### src/rtl/uart_rx_fifo_if.sv
// rtl/uart_rx_fifo_if.sv - handshake/bus bundle between UART receiver, register block and RX FIFO
//
// Purpose: groups every non-clock, non-reset signal of uart_rx_fifo.
//   slave  modport : used by the FIFO itself
//   master modport : used by whatever drives the FIFO (receiver + register block)
// Signals:
//   rx_done_i         frame-complete level from the receiver
//   rx_data_i[31:0]   received data, zero-extended; only [7:0] are stored
//   parity_error_i    parity error of the current frame
//   rd_en_i           pop request
//   rd_data_o[7:0]    head entry data (first-word-fall-through, 0 when empty)
//   rd_parity_error_o head entry parity flag
//   empty_o / full_o  occupancy flags
//   count_o           occupancy 0..DEPTH
//   overrun_o         sticky overrun flag
//   overrun_clr_i     clears overrun_o
//   rts_n_o           flow control to the peer, 1 = stop sending
interface uart_rx_fifo_if #(
  parameter int DEPTH = 16
);
  localparam int CW = $clog2(DEPTH) + 1;

  logic          rx_done_i;
  logic [31:0]   rx_data_i;
  logic          parity_error_i;
  logic          rd_en_i;
  logic [7:0]    rd_data_o;
  logic          rd_parity_error_o;
  logic          empty_o;
  logic          full_o;
  logic [CW-1:0] count_o;
  logic          overrun_o;
  logic          overrun_clr_i;
  logic          rts_n_o;

  modport slave (
    input  rx_done_i, rx_data_i, parity_error_i, rd_en_i, overrun_clr_i,
    output rd_data_o, rd_parity_error_o, empty_o, full_o, count_o, overrun_o, rts_n_o
  );

  modport master (
    output rx_done_i, rx_data_i, parity_error_i, rd_en_i, overrun_clr_i,
    input  rd_data_o, rd_parity_error_o, empty_o, full_o, count_o, overrun_o, rts_n_o
  );
endinterface

### src/rtl/uart_rx_fifo.sv
// rtl/uart_rx_fifo.sv - UART receive FIFO with edge-detected push, sticky overrun and RTS hysteresis
//
// Purpose: buffers received bytes (optionally with their parity flag) between the
//   UART receiver and the register block. One push per rising edge of rx_done_i,
//   first-word-fall-through read side, registered RTS flow control.
// Ports:
//   clk  - single clock, all state updates on the rising edge
//   rst  - asynchronous active-high reset
//   bus  - uart_rx_fifo_if.slave (see interface file for signal list)
// Parameters:
//   DEPTH  - entries, power of two 4..256
//   RTS_HI - rts_n_o rises when the occupancy reaches this value
//   RTS_LO - rts_n_o falls when the occupancy drops to this value
// Configuration macro:
//   UART_RX_FIFO_PERR_EN - when defined, entries are 9 bits and carry the parity
//                          flag; otherwise 8 bits and rd_parity_error_o is 0.
module uart_rx_fifo #(
  parameter int DEPTH  = 16,
  parameter int RTS_HI = 12,
  parameter int RTS_LO = 4
) (
  input  logic          clk,
  input  logic          rst,
  uart_rx_fifo_if.slave bus
);
  localparam int AW = $clog2(DEPTH);
  localparam int CW = AW + 1;
`ifdef UART_RX_FIFO_PERR_EN
  localparam int EW = 9;
`else
  localparam int EW = 8;
`endif
  localparam logic [CW-1:0] DEPTH_C = CW'(DEPTH);
  localparam logic [CW-1:0] HI_C    = CW'(RTS_HI);
  localparam logic [CW-1:0] LO_C    = CW'(RTS_LO);

  logic [EW-1:0] mem [DEPTH];
  logic [AW-1:0] wr_ptr, rd_ptr;
  logic [CW-1:0] count_q, count_nxt;
  logic          rx_done_q;
  logic          armed_q;
  logic          overrun_q;
  logic          rts_q;
  logic          push_req, pop, wr_en, drop, empty, full;
  logic [EW-1:0] wr_entry, head;
  logic          unused_bits;

  // armed_q is low on the first edge after reset, so a rx_done_i level that is
  // already high at reset release only loads rx_done_q and never pushes.
  assign push_req  = bus.rx_done_i & ~rx_done_q & armed_q;
  assign empty     = (count_q == '0);
  assign full      = (count_q == DEPTH_C);
  assign pop       = bus.rd_en_i & ~empty;
  // A pop on the same edge frees the slot, so a full FIFO still accepts.
  assign wr_en     = push_req & (~full | pop);
  assign drop      = push_req & full & ~pop;
  assign count_nxt = count_q + CW'(wr_en) - CW'(pop);
  assign head      = mem[rd_ptr];

`ifdef UART_RX_FIFO_PERR_EN
  assign wr_entry              = {bus.parity_error_i, bus.rx_data_i[7:0]};
  assign bus.rd_parity_error_o = empty ? 1'b0 : head[8];
  assign unused_bits           = ^bus.rx_data_i[31:8];
`else
  assign wr_entry              = bus.rx_data_i[7:0];
  assign bus.rd_parity_error_o = 1'b0;
  assign unused_bits           = ^{bus.rx_data_i[31:8], bus.parity_error_i};
`endif

  assign bus.rd_data_o = empty ? 8'h00 : head[7:0];
  assign bus.empty_o   = empty;
  assign bus.full_o    = full;
  assign bus.count_o   = count_q;
  assign bus.overrun_o = overrun_q;
  assign bus.rts_n_o   = rts_q;

  always_ff @(posedge clk or posedge rst) begin
    if (rst) begin
      wr_ptr    <= '0;
      rd_ptr    <= '0;
      count_q   <= '0;
      rx_done_q <= 1'b0;
      armed_q   <= 1'b0;
      overrun_q <= 1'b0;
      rts_q     <= 1'b0;
    end else begin
      rx_done_q <= bus.rx_done_i;
      armed_q   <= 1'b1;
      count_q   <= count_nxt;
      if (wr_en) wr_ptr <= wr_ptr + AW'(1);
      if (pop)   rd_ptr <= rd_ptr + AW'(1);
      // A new overrun on the same edge as a clear wins.
      if (drop)                   overrun_q <= 1'b1;
      else if (bus.overrun_clr_i) overrun_q <= 1'b0;
      if (count_nxt >= HI_C)      rts_q <= 1'b1;
      else if (count_nxt <= LO_C) rts_q <= 1'b0;
    end
  end

  // Storage is not reset; entries beyond the pointers are never observed.
  always_ff @(posedge clk) begin
    if (wr_en) mem[wr_ptr] <= wr_entry;
  end
endmodule

### src/flat_wrapper.sv
// flat-port wrapper written by rule: the top's interface ports become plain ports
module uart_rx_fifo_flat 
#(
  parameter int DEPTH  = 16,
  parameter int RTS_HI = 12,
  parameter int RTS_LO = 4
)
  (clk, rst, bus_rx_done_i, bus_rx_data_i, bus_parity_error_i, bus_rd_en_i, bus_overrun_clr_i, bus_rd_data_o, bus_rd_parity_error_o, bus_empty_o, bus_full_o, bus_count_o, bus_overrun_o, bus_rts_n_o);
  uart_rx_fifo_if #(.DEPTH(DEPTH)) bus_i ();
  input  logic clk;
  input  logic rst;
  input wire logic [$bits(bus_i.rx_done_i)-1:0] bus_rx_done_i;
  input wire logic [$bits(bus_i.rx_data_i)-1:0] bus_rx_data_i;
  input wire logic [$bits(bus_i.parity_error_i)-1:0] bus_parity_error_i;
  input wire logic [$bits(bus_i.rd_en_i)-1:0] bus_rd_en_i;
  input wire logic [$bits(bus_i.overrun_clr_i)-1:0] bus_overrun_clr_i;
  output wire logic [$bits(bus_i.rd_data_o)-1:0] bus_rd_data_o;
  output wire logic [$bits(bus_i.rd_parity_error_o)-1:0] bus_rd_parity_error_o;
  output wire logic [$bits(bus_i.empty_o)-1:0] bus_empty_o;
  output wire logic [$bits(bus_i.full_o)-1:0] bus_full_o;
  output wire logic [$bits(bus_i.count_o)-1:0] bus_count_o;
  output wire logic [$bits(bus_i.overrun_o)-1:0] bus_overrun_o;
  output wire logic [$bits(bus_i.rts_n_o)-1:0] bus_rts_n_o;
  assign bus_i.rx_done_i = bus_rx_done_i;
  assign bus_i.rx_data_i = bus_rx_data_i;
  assign bus_i.parity_error_i = bus_parity_error_i;
  assign bus_i.rd_en_i = bus_rd_en_i;
  assign bus_i.overrun_clr_i = bus_overrun_clr_i;
  assign bus_rd_data_o = bus_i.rd_data_o;
  assign bus_rd_parity_error_o = bus_i.rd_parity_error_o;
  assign bus_empty_o = bus_i.empty_o;
  assign bus_full_o = bus_i.full_o;
  assign bus_count_o = bus_i.count_o;
  assign bus_overrun_o = bus_i.overrun_o;
  assign bus_rts_n_o = bus_i.rts_n_o;
  uart_rx_fifo #(.DEPTH(DEPTH), .RTS_HI(RTS_HI), .RTS_LO(RTS_LO)) u_core (.clk(clk), .rst(rst), .bus(bus_i));
endmodule
### config.mk
export PLATFORM = sky130hd
export DESIGN_NAME = uart_rx_fifo_flat
export DESIGN_NICKNAME = d
export VERILOG_FILES = /design/src/rtl/uart_rx_fifo_if.sv /design/src/rtl/uart_rx_fifo.sv /design/src/flat_wrapper.sv
export SDC_FILE = /design/constraint.sdc
export NUM_CORES = 1
export LEC_CHECK = 0
export CORE_MARGIN = 4
export CORE_UTILIZATION = 50
export CTS_BUF_LIST = sky130_fd_sc_hd__clkbuf_8
export CTS_CLUSTER_DIAMETER = 50
export DETAILED_ROUTE_END_ITERATION = 12
export PLACE_DENSITY = 0.79
export SLEW_MARGIN = 5
export SYNTH_ARGS = -nofsm -noshare
export SYNTH_HDL_FRONTEND = slang
export SYNTH_SLANG_ARGS = --single-unit
### constraint.sdc
create_clock -name clk -period 6.98 [get_ports clk]
set_clock_uncertainty 0.2 [all_clocks]
set_input_delay 1.047 -clock clk [delete_from_list [all_inputs] [get_ports clk]]
set_output_delay 1.047 -clock clk [all_outputs]
set_load 0.005 [all_outputs]
; ---- Word level (Yosys, flattened, before mapping)
; Memories as Yosys holds them, arrays and structs flattened.
; Index checks and enable logic that the tools add are counted.
[op_classes]
addsub = 4
magnitude_cmp = 2
eq_ne = 1
muxes = 7
n_bitwise = 11
n_reduce_logical = 3
[ops]
columns = op, n
row1 = $add A4 B1 Y4 const B, 2
row2 = $mux W8, 1
row3 = $and A1 B1 Y1, 6
row4 = $mux W1, 6
row5 = $add A5 B1 Y5, 1
row6 = $eq A5 B5 Y1 const B, 1
row7 = $ge A5 B4 Y1 const B, 1
row8 = $le A5 B3 Y1 const B, 1
row9 = $logic_not A5 Y1, 1
row10 = $sub A5 B1 Y5, 1
row11 = $not A1 Y1, 4
row12 = $reduce_bool A2 Y1, 2
row13 = $or A1 B1 Y1, 1
[word_totals]
register_bits = 17
ramBits = 128
output_inout_bits = 18
mem_count = 1
[mem_list]
columns = memory, depth, width, rd, rd_ports_with_merged_regs, wr, line
row1 = u_core.mem, 16, 8, 1, 0, 1, uart_rx_fifo.sv:37  ; logic [EW-1:0] mem [DEPTH];

; ---- Logic depth before layout (Yosys ltp)
; Gate-level depths: netlist of run 1.
[logic_depth]
ltp_word = 10
depth_mapped = 13
depth_no_buf = 13

; ---- Worst setup path before layout of run 1
; No wires, ideal clock.
[synth_path]
path_kind = input -> register
from = input bus_rd_en_i
to = register u_core.rts_q, in the netlist u_core.bus.rts_n_o
setup_time_ns = 0.124
arrival_ns = 2.951
t_required_ns = 6.656
setup_slack_ns = 3.705
path_stages = 10
n_path_buf = 0
cell_sequence = inv_1 -> nor2_1 -> ha_1 -> inv_1 -> ha_1 -> inv_1 -> fa_1 -> xnor2_1 -> or2_2 -> a211o_1
[synth_between]
elab_chain_cells = 7
word_cells_on_any_way = 9
[synth_lines]
columns = element, line
row1 = "start, declared", flat_wrapper.sv:15  ; input wire logic [$bits(bus_i.rd_en_i)-1:0] bus_rd_en_i;
row2 = $and A1 B1 Y1 (*), uart_rx_fifo.sv:53  ; assign pop = bus.rd_en_i & ~empty;
row3 = net u_core.pop, uart_rx_fifo.sv:44  ; logic push_req, pop, wr_en, drop, empty, full;
row4 = $or A1 B1 Y1, uart_rx_fifo.sv:55  ; assign wr_en = push_req & (~full | pop);
row5 = $and A1 B1 Y1, uart_rx_fifo.sv:55
row6 = $add A5 B1 Y5, uart_rx_fifo.sv:57  ; assign count_nxt = count_q + CW'(wr_en) - CW'(pop);
row7 = $sub A5 B1 Y5 (*), uart_rx_fifo.sv:57
row8 = net u_core.count_nxt[2], uart_rx_fifo.sv:39  ; logic [CW-1:0] count_q, count_nxt;
row9 = $ge A5 B4 Y1 or $le A5 B3 Y1 (tied branches), "uart_rx_fifo.sv:95, uart_rx_fifo.sv:96"
row10 = $mux W1 or $reduce_bool A2 Y1 (tied branches), --
row11 = "end signal, assigned", uart_rx_fifo.sv:85  ; rts_q <= 1'b0;
row12 = "end signal, assigned", uart_rx_fifo.sv:95  ; if (count_nxt >= HI_C) rts_q <= 1'b1;
row13 = "end signal, assigned", uart_rx_fifo.sv:96  ; else if (count_nxt <= LO_C) rts_q <= 1'b0;
row14 = "end, declared", uart_rx_fifo.sv:43  ; logic rts_q;
; The timed path passes the listed nets; every way through them passes the cells marked *.
; A chain may end at the register's enable or synchronous reset.

; ---- Worst setup path in the final report of run 1
[layout_path]
from = register u_core.rd_ptr[0]
to = output bus_rd_data_o[7]
[layout_between]
elab_chain_cells = 2
[layout_lines]
columns = element, line
row1 = "start, declared", uart_rx_fifo.sv:38  ; logic [AW-1:0] wr_ptr, rd_ptr;
row2 = "start signal, assigned", uart_rx_fifo.sv:91  ; if (pop) rd_ptr <= rd_ptr + AW'(1);
row3 = $mem_v2 Z16 W8, --
row4 = $mux W8, uart_rx_fifo.sv:70  ; assign bus.rd_data_o = empty ? 8'h00 : head[7:0];
row5 = "end, declared", flat_wrapper.sv:17  ; output wire logic [$bits(bus_i.rd_data_o)-1:0] bus_rd_data_o;
; Every way passes these cells.

==> flow_summary_export.csv, run 1 <==
group,metric,value,unit
global_routing,antenna_found_initial,0,
sta,slew_headroom,34.8,%
sta,rsz0062_at_grt,"false",
synth,ys_ff_latch,145,
sta,worst_slew_pin_slew,0.975,ns
synth,syn_area,0.00597,mm²
clock_tree,clkSinkCount,145,
setup_path,crit_family,"buffers and inverters",
global_routing,grt-ovfl-total,0,
synth,ys_top_cells_by_count,"edfxtp_1 (128), mux4_2 (19), dfrtp_1 (17)",
setup_path,crit_chain,"buf_4 -> mux4_2 -> mux2i_1 -> a211oi_1 -> clkdlybuf4s50_1",
sta,period_needed,4.40,ns
clock_tree,htreeDepth,4,
final_layout,instances_no_fill,502,
synth,yosysSeqAreaShare,71.5,%
power,p_leak,2.31,nW
placed_design,place_congestion,0.739,
detailed_routing,drt_wl_total,10900,µm
clock_tree,cts_tree,"yes",
clock_tree,clk_transition_reported_paths,0.08,ns
sta,report.final.slew_viol_count,0,
synth,synth-async-reset-ratio,11.7,%
placed_design,io_buffers,29,
run,drv_cap,0,
synth,synth_nets,357,
die,dieArea,0.0138,mm²
die,fp.coreArea,0.0116,mm²
die,die_y,117,µm
clock_tree,clk_latency,0.44,ns
clock_tree,clockBufferDepth,2,
placed_design,place_inst,470,
synth,synth_area_leader_cell,"edfxtp_1",
final_layout,area.growth.synth_to_final,14.2,%
setup_path,cp-end-kind,"output port",
placed_design,dp_hpwl,6850,µm
global_routing,grt_max_degree,36,
detailed_routing,via_per_inst,5.75,
sta,whs,0.341,ns
global_routing,grt.total_usage,17.6,%
final_layout,fill_cells,795,
detailed_routing,first_pass_iters,4,
clock_tree,hold_buffers,0,
setup_path,required,5.73,ns
clock_tree,root_buffer,"clkbuf_8",
sta,setup_violations,0,
die,initial_core_util,51.6,%
final_layout,nets,396,
synth,ys.flop_type,"edfxtp_1",
clock_tree,cts_made_buffers,17,
synth,synth_edf_count,128,
detailed_routing,drt.antenna.violating_nets,0,
detailed_routing,drtIter0Drc,196,
global_routing,grt_pass1_vias,3124,
synth,syn_inst,307,
die,row_count,39,
detailed_routing,avgRoutedWirePerCell,21.7,µm
setup_path,max_stage_delay,0.76,ns
power,vdd_drop_max,0.000179,V
sta,worst_slack,2.58,ns
setup_path,crit_type,"reg -> out",
placed_design,pre_cts_slack,3.02,ns
synth,avgSynthCellArea,19.4,µm²
setup_path,crit_slowest_cell,"dfrtp_1",
die,pin_count,56,
power,finalPower,0.00264,W
synth,synth.most_common_cell,"edfxtp_1",
die,die_x,117,µm
setup_path,path_buf_inv,2,
synth,synth_warnings,0,
synth,synth.top_cell.area_share,64.4,%
synth,synth_area_leaders,"edfxtp_1 (64%), mux4_2 (7.2%), dfrtp_1 (7.1%)",
clock_tree,cts_setup_buffers,0,
sta,fmax,0.227,GHz
power,p_per_area,386,mW/mm²
setup_path,critPathMaxFanout,20,
run_status,status,"finished clean",
detailed_routing,dr_total_vias,2888,
synth,ys_types,37,
final_layout,layout-drive-gt1-share,17.0,%
sta,min_period_over_period,63.0,%
setup_path,worstPathArrival,3.15,ns
clock_tree,cts_resized,0,
global_routing,grt_pass1_wl,17200,µm
hold_path,hold_path.class,"reg -> reg",
sta,hold_violations,0,
detailed_routing,drc,0,
final_layout,n_antenna_cell,0,
setup_path,start_kind,"flip-flop",
sta,tns,0,ns
[state kept, by name, summed over array words and instances, names as in the netlist]
register	count
u_core.armed_q	1
u_core.bus.count_o	5
u_core.bus.overrun_o	1
u_core.bus.rts_n_o	1
u_core.mem	128
u_core.rd_ptr	4
u_core.rx_done_q	1
u_core.wr_ptr	4
[through the flow]
step,area [µm²],util [%]
floorplan,5970,-
global placement,6370,55.1
detailed placement,6370,55.1
CTS,6820,59.0
global route,6820,59.0
finish,6820,59.0
[final timing paths]
check / from / end / slack (ns) / depth (start not counted)
hold reg to reg: u_core.bus.overrun_o$_DFFE_PP0P_ / u_core.bus.overrun_o$_DFFE_PP0P_ / 0.34 / 2
setup / recovery: u_core.rd_ptr[0]$_DFFE_PP0P_ / bus_rd_data_o[7] / 2.58 / 5
max in group asynchronous: rst / u_core.wr_ptr[1]$_DFFE_PP0N_ / 5.36 / 2
min in group asynchronous: rst / u_core.rx_done_q$_DFF_PP0_ / 0.79 / 2
setup reg to reg: u_core.bus.count_o[2]$_DFF_PP0_ / u_core.bus.rts_n_o$_DFFE_PP0P_ / 3.42 / 12
hold / removal: u_core.bus.overrun_o$_DFFE_PP0P_ / u_core.bus.overrun_o$_DFFE_PP0P_ / 0.34 / 2
[placed cells by master, fill, tap and decap left out, drive strengths merged, types with 7 or more instances in the layout]
cell type,instances
mux4,32
edfxtp,128
inv,14
nor2,14
xnor2,7
clkbuf,17
dfrtp,17
nor2b,9
ha,11
clkdlybuf4s50,29
mux2i,8
nand2,8
a211oi,16
buf,7
[power by group]
group          internal [W]  switching, W  total (W)
registers           0.00101     0.0000870    0.00109
logic              0.000442      0.000367   0.000808
clock network      0.000422      0.000311   0.000733
total               0.00187      0.000765    0.00264
[tightest hold or removal path, stage by stage (launching register included)]
cell     delay (ns)
dfrtp_1        0.38
inv_1          0.05
o22ai_1        0.07
[layer usage]
metal	vias up	global-route usage (%)	share of wire, %
met5	-	0	0
met4	0	5.50	1.2
met3	16	5.04	5.3
met2	92	29.8	52
met1	1483	22.2	41
li1	1297	-	-
[cell families (layout without fill, tap and decap cells)]
family | count (synthesis) | count (layout) | share of synthesized area, %
adder cells (fa/ha/maj) | 12 | 12 | 2.64
multiplexers | 41 | 41 | 14.4
AND/OR/NAND/NOR | 44 | 44 | 4.02
other | 2 | 2 | 0.126
flip-flops | 145 | 145 | 71.5
AO/OA/AOI/OAI | 24 | 24 | 2.95
buffers and inverters | 29 | 81 | 2.87
XOR/XNOR | 10 | 10 | 1.47
[final cells by class]
| cell class | instances | area, µm² | area share [%] |
|---|---|---|---|
| timing repair buffer | 36 | 343 | 5.03 |
| clock inverter | 15 | 218 | 3.19 |
| inverter | 13 | 48.8 | 0.715 |
| tap | 143 | 179 | 2.62 |
| clock buffer | 17 | 234 | 3.43 |
| multi-input combinational | 133 | 1530 | 22.4 |
| sequential | 145 | 4270 | 62.6 |
Power figures use the tool's default switching activity.
==> run 2, diff against run 1 <==
--- a/config.mk
+++ b/config.mk
@@ -10,7 +10,7 @@
 export CTS_BUF_LIST = sky130_fd_sc_hd__clkbuf_8
 export CTS_CLUSTER_DIAMETER = 50
 export DETAILED_ROUTE_END_ITERATION = 12
-export PLACE_DENSITY = 0.79
+export PLACE_DENSITY = 0.82
 export SLEW_MARGIN = 5
 export SYNTH_ARGS = -nofsm -noshare
 export SYNTH_HDL_FRONTEND = slang
==> constraint.sdc (replaced) <==
create_clock -name clk -period 3.53 [get_ports clk]
set_clock_uncertainty 0.2 [all_clocks]
set_input_delay 0.5295 -clock clk [delete_from_list [all_inputs] [get_ports clk]]
set_output_delay 0.5295 -clock clk [all_outputs]
set_load 0.005 [all_outputs]
==> flow_summary_export.csv, run 2 (synthesis gave the netlist of run 1 again) <==
group,metric,value,unit
clock_tree,clockBufferDepth,2,
clock_tree,cts_made_buffers,17,
placed_design,place_congestion,0.854,
sta,setup_violations,0,
sta,min_period_over_period,96.5,%
die,row_count,39,
final_layout,final_common_cell,"edfxtp_1",
final_layout,instances_no_fill,518,
final_layout,n_antenna_cell,0,
final_layout,final_cell_mix,"edfxtp_1 (128), clkdlybuf4s50_1 (29), mux4_2 (19), buf_4 (19), clkbuf_8 (17)",
global_routing,grt_max_degree,36,
detailed_routing,drtIter0Drc,400,
clock_tree,cts_resized,0,
sta,tns,0,ns
die,dieArea,0.0138,mm²
clock_tree,root_buffer,"clkbuf_8",
sta,rsz0062_at_grt,"false",
global_routing,grt_pass1_wl,17200,µm
power,p_leak,2.41,nW
detailed_routing,drt.antenna.violating_nets,0,
setup_path,worstPathArrival,2.68,ns
clock_tree,clkSinkCount,145,
die,initial_core_util,51.6,%
power,internal_power,0.00358,W
global_routing,grt.total_usage,17.3,%
final_layout,top_register,"u_core.mem",
power,netSwitchingFraction,30.4,%
detailed_routing,first_pass_iters,5,
power,p_per_area,741,mW/mm²
detailed_routing,via_per_inst,5.85,
die,die_x,117,µm
final_layout,fill_cells,820,
final_layout,area.growth.synth_to_final,16.1,%
final_layout,largest_register_ffs,128,
final_layout,nets,412,
die,die_y,117,µm
final_layout,layout-drive-gt1-share,20.3,%
global_routing,antenna_found_initial,0,
clock_tree,cts_setup_buffers,0,
setup_path,r2r-start,"u_core.bus.count_o[3]$_DFF_PP0_",
sta,period_needed,3.41,ns
sta,slew_headroom,51.8,%
detailed_routing,avgRoutedWirePerCell,21.2,µm
detailed_routing,drc,0,
clock_tree,cts_tree,"yes",
setup_path,critPathMaxFanout,18,
run_status,status,"finished clean",
sta,report.final.slew_viol_count,0,
clock_tree,htreeDepth,4,
setup_path,start_kind,"flip-flop",
sta,fmax,0.294,GHz
power,clockPowerShare,24.0,%
setup_path,setup.worst_path.start,"u_core.rd_ptr[1]$_DFFE_PP0P_",
run,drv_cap,0,
global_routing,grt_pass1_vias,3165,
sta,hold_violations,0,
detailed_routing,dr_total_vias,3028,
power,vdd_drop_max,0.000341,V
placed_design,place_inst,485,
setup_path,reg2reg_setup_slack,0.53,ns
setup_path,crit_type,"reg -> out",
setup_path,cp-end-kind,"output port",
detailed_routing,drt_wl_total,11000,µm
die,fp.coreArea,0.0116,mm²
hold_path,hold_path.class,"in -> async",
power,comb_power_share,34.1,%
clock_tree,clk_transition_reported_paths,0.08,ns
clock_tree,clk_latency,0.41,ns
placed_design,dp_hpwl,6970,µm
clock_tree,hold_buffers,0,
power,power_frac_seq,41.9,%
sta,worst_slew_pin_slew,0.722,ns
placed_design,io_buffers,29,
setup_path,required,2.80,ns
power,p_sw,0.00156,W
die,pin_count,56,
global_routing,grt-ovfl-total,0,
run 2: cell count changes in the layout (fill, tap and decap cells not counted), sizes merged:
| cell | delta |
|---|---|
| clkbuf | +1 |
| inv | +4 |
| clkinv | +3 |
| clkinvlp | -4 |
| bufinv | -3 |
| buf | +15 |
run 2: layout make-up:
type | count | area [µm²] | area share [%]
clock buffers | 17 | 234 | 3.38
clock inverters | 15 | 144 | 2.08
inverters | 13 | 48.8 | 0.704
multi-input cells | 133 | 1540 | 22.2
flip-flops and latches | 145 | 4270 | 61.6
well taps | 143 | 179 | 2.58
repair buffers | 52 | 518 | 7.48
run 2: worst max-delay path, cell delays in order (launching register included):
cell             delay, ns
dfrtp_2               0.44
buf_12                0.20
mux4_2                0.51
nor2b_1               0.14
a211oi_1              0.32
a211oi_1              0.14
clkdlybuf4s50_1       0.51
run 2: stage by stage:
| stage | worst slack [ns] | area, µm² | total power, W | utilization, % | hold slack (ns) |
|---|---|---|---|---|---|
| final | 0.123 | 6930 | 0.00514 | 59.9 | 0.308 |
| after global routing | 0.00194 | 6930 | 0.00541 | 59.9 | 0.353 |
| after CTS | 0.0528 | 6900 | 0.00513 | 59.6 | 0.312 |
| after detailed placement | 0.350 | 6520 | 0.00391 | 56.4 | 0.357 |
| after global placement | 0.383 | 6520 | 0.00383 | 56.4 | 0.317 |
| after floorplan | 0.399 | 5970 | 0.00332 | - | 0.256 |
run 2: power by group through the flow:
stage               registers [W]  logic, W  clock network (W)
floorplan                 0.00210   0.00122                  0
global placement          0.00216   0.00166                  0
detailed placement        0.00218   0.00173                  0
CTS                       0.00214   0.00174            0.00125
global route              0.00217   0.00190            0.00135
finish                    0.00215   0.00175            0.00123
run 2: final timing paths:
path	cells after the start	to
max in group asynchronous	2	u_core.rd_ptr[1]$_DFFE_PP0P_
hold / removal	2	u_core.rd_ptr[0]$_DFFE_PP0P_
setup / recovery	6	bus_rd_data_o[4]
setup reg to reg	12	u_core.bus.rts_n_o$_DFFE_PP0P_
min in group clk	2	u_core.bus.overrun_o$_DFFE_PP0P_
hold reg to reg	2	u_core.bus.overrun_o$_DFFE_PP0P_
run 2: per-layer routing:
metal / vias up / track usage [%] / share of wire [%]
met1: 1544 / 21.9 / 38
met5: - / 0 / 0
met4: 0 / 7.34 / 2.8
met2: 134 / 29.0 / 52
met3: 21 / 3.91 / 7.1
li1: 1329 / - / -
